[src/rtl/apb_slave_regfile_pkg.sv]
// Shared types and constants for the APB register-file completer.
package apb_slave_regfile_pkg;

    typedef enum logic {
        IDLE_S,
        ACCESS_S
    } apb_slave_state_e;

    // Byte-address bits below the word index.
    localparam int unsigned APB_WORD_LSB    = 2;

    // Largest supported wait-state count and the counter width that holds it.
    localparam int unsigned WAIT_STATES_MAX = 15;
    localparam int unsigned WAIT_CNT_W      = $clog2(WAIT_STATES_MAX + 1) + 1;

endpackage

[src/rtl/apb_slave_regfile_wait_counter.sv]
// Access-phase wait counter: loads the wait-state count at setup,
// counts down once per cycle and flags when it reaches zero.
module apb_wait_counter
    import apb_slave_regfile_pkg::*;
#(
    parameter int unsigned CNT_W = WAIT_CNT_W
) (
    input  logic             PCLK,
    input  logic             PRESETn,
    input  logic             load_i,
    input  logic [CNT_W-1:0] load_val_i,
    input  logic             dec_i,
    output logic             zero_o
);

    logic [CNT_W-1:0] cnt_q;
    logic [CNT_W-1:0] cnt_d;

    // Next count: load has priority, decrement saturates at zero.
    always_comb begin
        cnt_d = cnt_q;
        if (load_i) begin
            cnt_d = load_val_i;
        end else if (dec_i && (cnt_q != '0)) begin
            cnt_d = cnt_q - CNT_W'(1);
        end
    end

    // Count register.
    always_ff @(posedge PCLK or negedge PRESETn) begin
        if (!PRESETn) begin
            cnt_q <= '0;
        end else begin
            cnt_q <= cnt_d;
        end
    end

    assign zero_o = (cnt_q == '0);

endmodule

[src/rtl/apb_slave_regfile.sv]
// APB completer holding NUM_REGS configuration words, with programmable
// wait states, byte strobes, a read-only status slot and PSLVERR reporting.
module apb_slave_regfile
    import apb_slave_regfile_pkg::*;
#(
    parameter int unsigned DATA_WIDTH  = 32,
    parameter int unsigned ADDR_WIDTH  = 32,
    parameter int unsigned NBYTES      = DATA_WIDTH / 8,
    parameter int unsigned NUM_REGS    = 8,
    parameter int unsigned WAIT_STATES = 1,
    parameter int unsigned RO_IDX      = NUM_REGS - 1
) (
    input  logic                           PCLK,
    input  logic                           PRESETn,
    input  logic                           PSEL,
    input  logic                           PENABLE,
    input  logic                           PWRITE,
    input  logic [NBYTES-1:0]              PSTRB,
    input  logic [ADDR_WIDTH-1:0]          PADDR,
    input  logic [DATA_WIDTH-1:0]          PWDATA,
    output logic [DATA_WIDTH-1:0]          PRDATA,
    output logic                           PREADY,
    output logic                           PSLVERR,
    input  logic [DATA_WIDTH-1:0]          status_in,
    output logic [NUM_REGS*DATA_WIDTH-1:0] regs_out,
    output logic [NUM_REGS-1:0]            wr_pulse
);

    localparam int unsigned IDX_W = ADDR_WIDTH - APB_WORD_LSB;
    localparam int unsigned SEL_W = (NUM_REGS > 1) ? $clog2(NUM_REGS) : 1;

    apb_slave_state_e      state_q;
    apb_slave_state_e      state_d;
    logic [DATA_WIDTH-1:0] regs_q [NUM_REGS];
    logic [NUM_REGS-1:0]   wr_pulse_q;
    logic [NUM_REGS-1:0]   wr_pulse_d;

    logic                  cnt_load;
    logic                  cnt_dec;
    logic                  cnt_zero;

    logic [IDX_W-1:0]      idx;
    logic [SEL_W-1:0]      sel;
    logic                  addr_valid;
    logic                  is_ro;
    logic                  wr_commit;
    logic                  unused_addr_lsb;

    // Word decode; the byte offset bits carry no meaning for word registers.
    assign idx             = PADDR[ADDR_WIDTH-1:APB_WORD_LSB];
    assign sel             = idx[SEL_W-1:0];
    assign addr_valid      = (idx < IDX_W'(NUM_REGS));
    assign is_ro           = (idx == IDX_W'(RO_IDX));
    assign unused_addr_lsb = ^PADDR[APB_WORD_LSB-1:0];

    apb_wait_counter #(
        .CNT_W (WAIT_CNT_W)
    ) u_wait_counter (
        .PCLK       (PCLK),
        .PRESETn    (PRESETn),
        .load_i     (cnt_load),
        .load_val_i (WAIT_CNT_W'(WAIT_STATES)),
        .dec_i      (cnt_dec),
        .zero_o     (cnt_zero)
    );

    // Transfer completes in the access phase once the wait count is exhausted.
    assign PREADY    = (state_q == ACCESS_S) & PSEL & PENABLE & cnt_zero;
    assign PSLVERR   = PREADY & (~addr_valid | (PWRITE & is_ro));
    assign wr_commit = PREADY & PWRITE & addr_valid & ~is_ro;
    assign wr_pulse  = wr_pulse_q;

    // FSM next state and counter control.
    always_comb begin
        state_d  = state_q;
        cnt_load = 1'b0;
        cnt_dec  = 1'b0;
        unique case (state_q)
            IDLE_S: begin
                if (PSEL && !PENABLE) begin
                    state_d  = ACCESS_S;
                    cnt_load = 1'b1;
                end
            end
            ACCESS_S: begin
                if (!PSEL) begin
                    state_d = IDLE_S;
                end else if (!cnt_zero) begin
                    cnt_dec = 1'b1;
                end else if (PENABLE) begin
                    state_d = IDLE_S;
                end
            end
            default: state_d = IDLE_S;
        endcase
    end

    // FSM state register.
    always_ff @(posedge PCLK or negedge PRESETn) begin
        if (!PRESETn) begin
            state_q <= IDLE_S;
        end else begin
            state_q <= state_d;
        end
    end

    // Read mux: data only for a successful read while PREADY is high.
    always_comb begin
        PRDATA = '0;
        if (PREADY && !PWRITE && addr_valid) begin
            PRDATA = is_ro ? status_in : regs_q[sel];
        end
    end

    // One-hot write pulse for the register written on this edge.
    always_comb begin
        wr_pulse_d = '0;
        if (wr_commit) begin
            wr_pulse_d[sel] = 1'b1;
        end
    end

    // Register bank with per-byte strobes, plus the registered write pulse.
    always_ff @(posedge PCLK or negedge PRESETn) begin
        if (!PRESETn) begin
            for (int unsigned i = 0; i < NUM_REGS; i++) begin
                regs_q[i] <= '0;
            end
            wr_pulse_q <= '0;
        end else begin
            wr_pulse_q <= wr_pulse_d;
            if (wr_commit) begin
                for (int unsigned b = 0; b < NBYTES; b++) begin
                    if (PSTRB[b]) begin
                        regs_q[sel][b*8 +: 8] <= PWDATA[b*8 +: 8];
                    end
                end
            end
        end
    end

    // Flatten the bank for downstream consumers.
    always_comb begin
        regs_out = '0;
        for (int unsigned i = 0; i < NUM_REGS; i++) begin
            regs_out[i*DATA_WIDTH +: DATA_WIDTH] = regs_q[i];
        end
    end

endmodule

[config.mk]
export PLATFORM = sky130hd
export DESIGN_NAME = apb_slave_regfile
export DESIGN_NICKNAME = d
export VERILOG_FILES = /design/src/rtl/apb_slave_regfile_pkg.sv /design/src/rtl/apb_slave_regfile_wait_counter.sv /design/src/rtl/apb_slave_regfile.sv
export SDC_FILE = /design/constraint.sdc
export NUM_CORES = 1
export LEC_CHECK = 0
export ABC_AREA = 0
export BUFFER_PORTS_ARGS = -buffer_cell sky130_fd_sc_hd__buf_4
export CAP_MARGIN = 20
export CELL_PAD_IN_SITES_DETAIL_PLACEMENT = 1
export CELL_PAD_IN_SITES_GLOBAL_PLACEMENT = 2
export CORE_MARGIN = 1.5
export CORE_UTILIZATION = 30
export CTS_CLUSTER_SIZE = 10
export DETAILED_ROUTE_END_ITERATION = 10
export MAX_ROUTING_LAYER = met4
export PLACE_DENSITY = 0.84
export SLEW_MARGIN = 20
export SYNTH_ARGS = -nofsm -noshare
export SYNTH_HDL_FRONTEND = slang
export SYNTH_HIERARCHICAL = 1
export SYNTH_SLANG_ARGS = --single-unit
[constraint.sdc]
create_clock -name PCLK -period 5 [get_ports PCLK]
set_clock_uncertainty 0.1 [all_clocks]
set_input_delay 0.25 -clock PCLK [delete_from_list [all_inputs] [get_ports PCLK]]
set_output_delay 0.25 -clock PCLK [all_outputs]
set_load 0.01 [all_outputs]
==> impl.org, run 1 <==
** Status
- Outcome :: completed

** Critical path
- Depth of the critical timing path with buffers and inverters included :: 9
- Measured in cells, the most critical reg-to-reg path has a length of 9.
- Startpoint Class :: register
- Data arrival at the endpoint of the critical path :: approximately 4000 ps
- Worst setup path end :: PRDATA[12]
- The critical path goes through inv_1 > ha_1 > or4b_4 > inv_1 > nand4_1 > or4_1 > buf_4 > nor4_1 > buf_4.
- On the worst path, the slowest cell contributes a delay of 740 ps.
- Among cell families on the critical path, the largest total delay comes from simple AND/OR/NAND/NOR gates.
- In this run the worst setup path begins at u_wait_counter/cnt_q[0]$_DFFE_PN0P_.
- Critical path class :: register to output pin
- The worst register-to-register path begins at u_wait_counter/cnt_q[0]$_DFFE_PN0P_.
- Sort of element at the end of the critical path :: output pin
- Data required, critical path :: about 4700 ps
- In this run the worst path has a maximum fanout of 15.
- Slowest-stage cell, CP :: or4_1
- The number of buffers and inverters on the critical path is 4.
- Across all register-to-register paths, the minimum setup slack is 1030 ps.
- In this run the critical register-to-register path is captured at regs_out[221]$_DFFE_PN0P_.

** Worst hold path
- The min-delay analysis places its worst path in the category input pin to register.
- Hold path startpoint :: PWRITE

** Power
- Power density normalized to cell area :: 273.5 nW/µm²
- Lkg Pwr :: 0.009037 µW
- Power comes to approximately 4800 µW.
- VDD sags by at most roughly 0.22 mV.

** Detailed routing
- In the routed layout, each cell is associated on average with a via count of ~5.3.
- The routed layout has 10100 vias.
- Average routed wire per standard cell :: about 28 µm
- Number of nets with antenna violations after detailed routing :: 0
- For this run, design rule violations remaining after detail routing come to 0.
- Number of optimization iterations in the first detailed-route pass :: 4
- In this run, the number of DRC markers left after iteration 0 of detailed routing was 500.
- Total wire length after detailed routing :: roughly 53000 µm

** Layout
- Fraction of final layout cells with drive strength greater than 1 :: ~56%
- At the end of the flow the core is filled with cells to 42.04%.
- For this run, the post-layout net count is roughly 1500.
- Relative to the synthesized area, the layout overhead comes to 38.39%.
- Area of all placed cells without fillers :: approximately 18000 µm²

** Logic synthesis
- Cells taking the most area after synthesis :: dfrtp_1, mux2_2, nor4_4
- Top-area cell type share of the netlist area :: between 50 and 60%
- Top-count cell post-synth :: dfrtp_1
- Yosys synthesis warning count :: 6
- Cell taking the most area after synthesis :: dfrtp_1
- Register area share after synthesis :: 53.14%
- Average footprint of a synthesized cell :: approximately 14 µm²
- Netlist cell types :: 56
- The synthesized design contains 270 register bits.
- After technology mapping, the gate count stands at about 930.
- Summing every instance area after synthesis gives approximately 13000 µm².
- In this run, synthesis inferred 0 flip-flops with an integrated enable.
- In the synthesized netlist the dominant register cell turns out to be dfrtp_1.
- Synth top cells by count :: dfrtp_1, mux2_2, clkbuf_1, o22ai_1, mux2_4
- Share of flip-flops with an asynchronous set or reset :: 100.0%

** Global route
- Entering global routing, the biggest net connects 125 pins.
- The first global-routing pass estimated about 76000 µm of wire.
- Total GRT Usage :: between 20% and 30%
- The via count of the first global-routing pass is 10900.
- The number of antenna violations at the first check in global routing was 5.
- Remaining global-route overflow :: 0

** Die
- Horizontal extent of the die :: between 200 and 250 µm
- During I/O placement, the number of pins put on the boundary was roughly 400.
- Height of the chip :: about 210 µm
- Initial core utilization :: a little under a third
- Core Footprint :: approximately 42000 µm²
- Die Outline Area :: 43620 µm²
- Number of placement rows :: 75

** CTS
- CTS built an H-tree with a depth of 2.
- CTS saw 270 sinks.
- No sink is reached through more buffers than the 3 on the longest clock path.
- Buffer count from post-CTS setup fixing :: 0
- Clock tree synthesis selected as its root buffer the cell clkbuf_16.
- Clock buffer count from CTS :: 34
- CTS Hold Bufs :: 35
- Clock-pin slew was measured on the worst setup and hold paths at about 60 ps.
- Once the clock tree was built, the resizer swapped 0 gates to a different size.
- Clock latency reported for the late side of the worst-skew pair :: approximately 540 ps
- TritonCTS clock tree :: done

** Timing
- The final count of hold timing violations is 0.
- Max Clk Rate :: 0.2298 GHz
- Min Hold Slack :: between 150 and 200 ps
- Total of endpoints with negative setup slack in the final report :: 0
- Unrepaired setup endpoints after global routing :: false
- Final worst path period need :: 4352 ps
- Measured slew at the worst slew-check pin :: about 1200 ps
- In the finished design, the share of the clock period the worst path needs comes to approximately 87%.
- Total count of max-transition violations in the final report :: 0
- Measured against its own limit, the worst slew margin works out to 22.47%.
- Final-layout setup total negative slack :: 0 ps

** Place
- Routability cong. :: slightly above 0.8
- Standard cell area after detailed placement :: 16270 µm²
- Final HPWL DP :: around 36000 µm
- Count of buffers from port buffering :: 400

** Job
- Across the run, the number of max-cap violations was 0.
-- layout by cell type (no fill, tap or decap), types with 6 or more instances in the layout --
master	synthesis	layout
a211oi_1	8	8
a21oi_1	9	9
a2bb2oi_1	10	10
buf_4	4	418
clkbuf_16	0	35
conb_1	2	6
dfrtp_1	270	270
dlygate4sd3_1	0	35
mux2_2	216	216
mux2_4	32	32
mux2i_1	25	25
nand2_1	19	19
nand2b_1	10	10
nand3_1	15	15
nor2_1	14	14
nor2b_1	8	8
nor3_1	27	27
nor4_1	12	12
nor4_4	29	29
o21ai_0	11	11
o221ai_1	19	19
o22ai_1	36	36
or3_1	7	7
-- final cells by class --
cell class,count,area (µm²)
clock inverter,3,25.02
inverter,7,26.28
fill,4422,24260
multi-input combinational,577,5632
timing repair buffer,457,3546
clock buffer,42,922.1
tap,539,674.4
sequential,270,6756
antenna,5,12.51
-- cell families (layout without fill, tap and decap cells) --
family                     after synthesis  after routing  synth area share (%)
AOI/OAI and AO/OA                      135            135                 8.080
adders and majority gates                1              1               0.09840
buffers and inverters                   85            509                 2.736
DFF                                    270            270                 53.14
muxes                                  276            276                 25.41
other                                    2             11               0.05907
and+or+nand+nor                        159            159                 10.47
-- per-layer routing --
metal  GRT usage [%]  wire (µm)
met3           5.185       3022
met4           9.720       1702
met5               -          0
met1           30.71      22270
met2           39.48      25600
-- report_power, final --
part           leakage [µW]  total (µW)  switching, µW  internal [µW]
combinational       0.00482         375            234            141
clock              0.000460        2220            936           1290
sequential          0.00376        2210           13.4           2200
total               0.00904        4810           1180           3630
-- through the flow --
stage | std cells | setup WS, ps
detailed placement | 1814 | 1078
floorplan | 932 | 1965
finish | 1900 | 648.3
global placement | 1813 | 1183
CTS | 1894 | 612.3
global route | 1900 | 507.2
-- state kept, by name, summed over array words and instances (netlist names) --
name                  flops
regs_out                256
state_q                   1
u_wait_counter/cnt_q      5
wr_pulse                  8
-- worst min-delay path by stage --
| stage | to | slack (ps) | depth (start not counted) |
|---|---|---|---|
| finish | wr_pulse[1]$_DFF_PN0_ | 150 | 3 |
| global route | wr_pulse[3]$_DFF_PN0_ | 170 | 3 |
| CTS | wr_pulse[1]$_DFF_PN0_ | 110 | 3 |
| detailed placement | regs_out[242]$_DFFE_PN0P_ | 270 | 0 |
| global placement | regs_out[242]$_DFFE_PN0P_ | 270 | 0 |
| floorplan | regs_out[0]$_DFFE_PN0P_ | -150 | 0 |
-- worst register-to-register path, cell delays in order (launching register included) --
cell and delay, ps:
dfrtp_1 380, inv_1 90, ha_1 190, or4b_4 510, inv_1 150, nand4_1 300
clkinv_1 300, nand3_1 430, nor4_4 970, mux2_2 420
Note: power is estimated with default switching activity, not from simulation.
==> run 2, diff against run 1 <==
--- a/config.mk
+++ b/config.mk
@@ -15,9 +15,8 @@
 export CTS_CLUSTER_SIZE = 10
 export DETAILED_ROUTE_END_ITERATION = 10
 export MAX_ROUTING_LAYER = met4
-export PLACE_DENSITY = 0.84
+export PLACE_DENSITY = 0.86
 export SLEW_MARGIN = 20
 export SYNTH_ARGS = -nofsm -noshare
 export SYNTH_HDL_FRONTEND = slang
-export SYNTH_HIERARCHICAL = 1
 export SYNTH_SLANG_ARGS = --single-unit
==> run 2 against run 1 <==
Net effect:
- global-route usage fell by 0.26 points
- die area down 5.9%
- final cell count is 2.9% lower
- flip-flop and latch count did not move
- critical path type unchanged
- largest cell class unchanged
==> impl.org, run 2 <==
** Layout
- The combined area of the multi-input logic cells was 4888 µm² (was 5632 µm²).
- The fraction of layout cells with a size suffix above 1 came to 50.04% (was 55.60%).
- The final cell area excluding filler cells is 16620 µm² (was 17590 µm²).
- Sequential cell area :: 6756 µm² (unchanged)
- Most frequent cells in the layout :: buf_4, dfrtp_1, mux2_2, nor2_1, mux2_1 (was buf_4, dfrtp_1, mux2_2, o22ai_1)
- Most common cell after layout, fill and taps aside :: buf_4 (unchanged)
- The number of flip-flops in the largest register is 256 (unchanged).
- Layout overhead on the synthesized area :: 39.04% (was 38.39%)
- Post-layout net count :: 1425 (was 1453)
- Filler Cell Count :: 4178 (was 4422)

** Global route
- The number of antenna violations at the first check in global routing came to 2 (was 5).
- The total track usage was 24.48% (was 24.74%).
- The largest net degree at the start of global routing was 130 (was 125).
- Global-route wire length before repair :: 72420 µm (was 76450 µm)
- The total congestion overflow came to 0 (unchanged).
- Via count of the first global-routing pass :: 10620 (was 10900)

** Place
- Standard cell area after detailed placement :: 15420 µm² (was 16270 µm²)
- The number of buffers added on ports was 400 (unchanged).
- The final RePlAce weighted congestion came to 0.7883 (was 0.8306).
- Final HPWL DP :: 33870 µm (was 36250 µm)

** CTS
- Clock tree sinks :: 270 (unchanged)
- The clock-pin slew on the worst setup and hold paths was 60 ps (about the same).
- The number of buffers created by CTS is 31 (was 34).
- Clock latency reported for the late side of the worst-skew pair :: 580 ps (was 540 ps)
- Root Driver :: clkbuf_16 (unchanged)
- The CTS tree is done (unchanged).
- The number of buffers between clock root and the deepest sink is 3 (unchanged).
- Buffer count from post-CTS setup fixing :: 0 (unchanged)
- Max H-tree Level :: 1 (was 2)
- # resized after CTS :: 0 (unchanged)

** Logic synthesis
- Cell taking the most area after synthesis :: dfrtp_1 (unchanged)
- Synth top cells by count :: dfrtp_1, mux2_2, nor2_1, clkbuf_1, mux2_1 (was dfrtp_1, mux2_2, clkbuf_1, o22ai_1, mux2_4)
- The number of warning messages in the yosys log is 0 (was 6).
- The most repeated cell in the gate-level netlist after synthesis is dfrtp_1 (unchanged).
- Gate Count Post-Synth :: 913 (was 928)
- The number of storage elements in the synthesis netlist was 270 (unchanged).
- The area share of the largest cell type after synthesis is 56.51% (was 53.14%).
- Cells taking the most area after synthesis :: dfrtp_1, mux2_2, mux2_1 (was dfrtp_1, mux2_2, nor4_4)
- The primary flip-flop cell chosen by synthesis mapping is dfrtp_1 (unchanged).
- Number of flops mapped to enable cells by yosys :: 0 (unchanged)
- The synthesized cell area is 11960 µm² (was 12710 µm²).
- The sequential fraction of the synthesis area was 56.51% (was 53.14%).
- Average footprint of a synthesized cell :: 13.10 µm² (was 13.70 µm²)
- Net count after synthesis :: between 1000 and 1500
- The share of flip-flops with an asynchronous set or reset was 100.0% (unchanged).
- Netlist cell types :: 37 (was 56)

** Power
- The leakage power summed over all cells was 0.008666 µW (was 0.009037 µW).
- The power density over the cells was 277.0 nW/µm² (was 273.5 nW/µm²).
- The worst-case vdd ir drop was 0.2680 mV (was 0.2183 mV).
- Total Power Consumption :: 4606 µW (was 4811 µW)

** Die
- The area of the die was 41060 µm² (was 43620 µm²).
- The chip height was 202.6 µm (was 208.9 µm).
- Top-level I/O count :: 403 (unchanged)
- Initial core utilization :: 30.65% (was 30.38%)
- The number of cell rows came to 72 (was 75).
- The die boundary width came to 202.6 µm (was 208.9 µm).
- The area of the core is 39010 µm² (was 41850 µm²).

** Detailed routing
- Average routed wire per standard cell :: 26.72 µm (was 27.68 µm)
- Number of optimization iterations in the first detailed-route pass :: 5 (was 4)
- The total via count in the routed design came to 9627 (was 10100).
- Iteration-0 DRC Markers :: 325 (was 500)
- The number of design rule violations left after detail routing was 0 (unchanged).
- Total wire length after detailed routing :: 49300 µm (was 52600 µm)
- The number of antenna-violating nets in the routed design is 0 (unchanged).
- Routed vias/inst :: 5.218 (was 5.316)

** Timing
- Total count of max-transition violations in the final report :: 0 (unchanged)
- Final-layout setup total negative slack :: 0 ps (unchanged)
- The part of the cycle the worst path needs came to 78.79% (was 87.03%).
- Max Clk Rate :: 0.2539 GHz (was 0.2298 GHz)
- The actual slew at the worst max-slew pin came to 1152 ps (was 1154 ps).
- The final count of hold timing violations is 0 (unchanged).
- Final worst path period need :: 3939 ps (was 4352 ps)
- Unrepaired setup endpoints after global routing :: false (unchanged)
- The relative slew slack was 23.02% (was 22.47%).
- The number of setup violations in the final report is 0 (unchanged).

** Critical path
- Sort of element at the end of the critical path :: output pin (unchanged)
- Reg2Reg Launch Point :: u_wait_counter.cnt_q[0]$_DFFE_PN0P_ (was u_wait_counter/cnt_q[0]$_DFFE_PN0P_)
- Startpoint Class :: register (unchanged)
- Bufs and invs on worst path :: 3 (was 4)
- The start point of the critical path is u_wait_counter.cnt_q[0]$_DFFE_PN0P_ (was u_wait_counter/cnt_q[0]$_DFFE_PN0P_).
- Data arrival at the endpoint of the critical path :: 3590 ps (was 4000 ps)
- The maximum fanout along the worst path came to 18 (was 15).
- The data required time at the worst endpoint came to 4650 ps (about the same).
- Category of cells accounting for the largest share of critical-path delay :: simple AND/OR/NAND/NOR gates (unchanged)
- Cell breakdown of the critical path :: inv_1 > ha_1 > nor4b_2 > nand4_1 > nor3_4 > nand2b_2 > buf_4 > nor4_1 > buf_4 (was inv_1 > ha_1 > or4b_4 > inv_1 > nand4_1 > or4_1 > buf_4 > nor4_1 > buf_4)
- The category of the critical setup timing path was register to output pin (unchanged).
- The worst-path cell with the longest stage delay is nor4_1 (was or4_1).
- The most numerous cell type found on the critical path is buf_4.
- Crit path largest cell delay :: 600 ps (was 740 ps)

** Job
- The number of max-capacitance violations reported came to 0 (unchanged).

** Status
- Outcome :: completed (unchanged)

** Worst hold path
- The path type of the worst min-delay path was input pin to asynchronous set/reset pin (was input pin to register).
## run 2: cell type report
type,count,area share [%]
flip-flops and latches,270,40.64
multi-input cells,563,29.40
repair buffers,447,20.89
clock buffers,39,4.967
well taps,518,3.899
inverters,5,0.1129
clock inverters,1,0.05268
diodes,2,0.03010
## run 2: logic make-up after synthesis
| family | after synthesis | share of synthesized area, % |
|---|---|---|
| fa+ha+maj | 2 | 0.2093 |
| buf+inv | 80 | 2.690 |
| flops | 270 | 56.51 |
| other cells | 1 | 0.03136 |
| mux | 266 | 25.25 |
| xor+xnor | 4 | 0.2931 |
| simple gates | 165 | 7.419 |
| compound gates | 125 | 7.597 |
## run 2: worst register-to-register path, cell delays in order, from the launching register on
cell	delay (ps)
dfrtp_1	420
inv_1	110
ha_1	140
nor4b_2	310
nand4_1	250
nor3_4	210
buf_4	430
nand3_1	710
mux2_2	520
## run 2: worst paths after layout
check | slack, ps | to | depth (start not counted)
min in group PCLK | 170 | wr_pulse[6]$_DFF_PN0_ | 3
max in group asynchronous | 3320 | regs_out[6]$_DFFE_PN0P_ | 3
max | 1060 | PRDATA[25] | 9
min | 130 | regs_out[53]$_DFFE_PN0P_ | 2
max reg2reg | 1670 | regs_out[50]$_DFFE_PN0P_ | 8
min reg2reg | 280 | regs_out[242]$_DFFE_PN0P_ | 0
## run 2: power breakdown
group / leakage (µW) / switching, µW / total (µW) / internal, µW
Combinational: 0.00449 / 235 / 383 / 148
Sequential: 0.00376 / 20.1 / 2230 / 2210
Clock: 0.000408 / 867 / 2000 / 1130
## run 2: through the flow
stage	hold slack [ps]	cells	util (%)	worst slack, ps
after detailed placement	166.0	1767	39.54	1566
after global placement	157.8	1766	39.50	1554
final	133.6	1845	42.62	1061
after floorplan	-145.6	913	-	2515
after CTS	160.3	1843	42.61	1121
after global routing	197.6	1845	42.62	881.5
## run 2: what timing repair did
action,CTS,global route
hold buffers,36,0
setup endpoints to repair,0,0
hold endpoints to repair,302,0
## run 2: routing by layer
layer	track usage (%)	vias up	share of wire, %
met5	-	-	0
met4	6.720	0	2.5
met3	4.655	75	6.0
met2	40.80	356	49
met1	30.38	5018	42
li1	-	4178	-
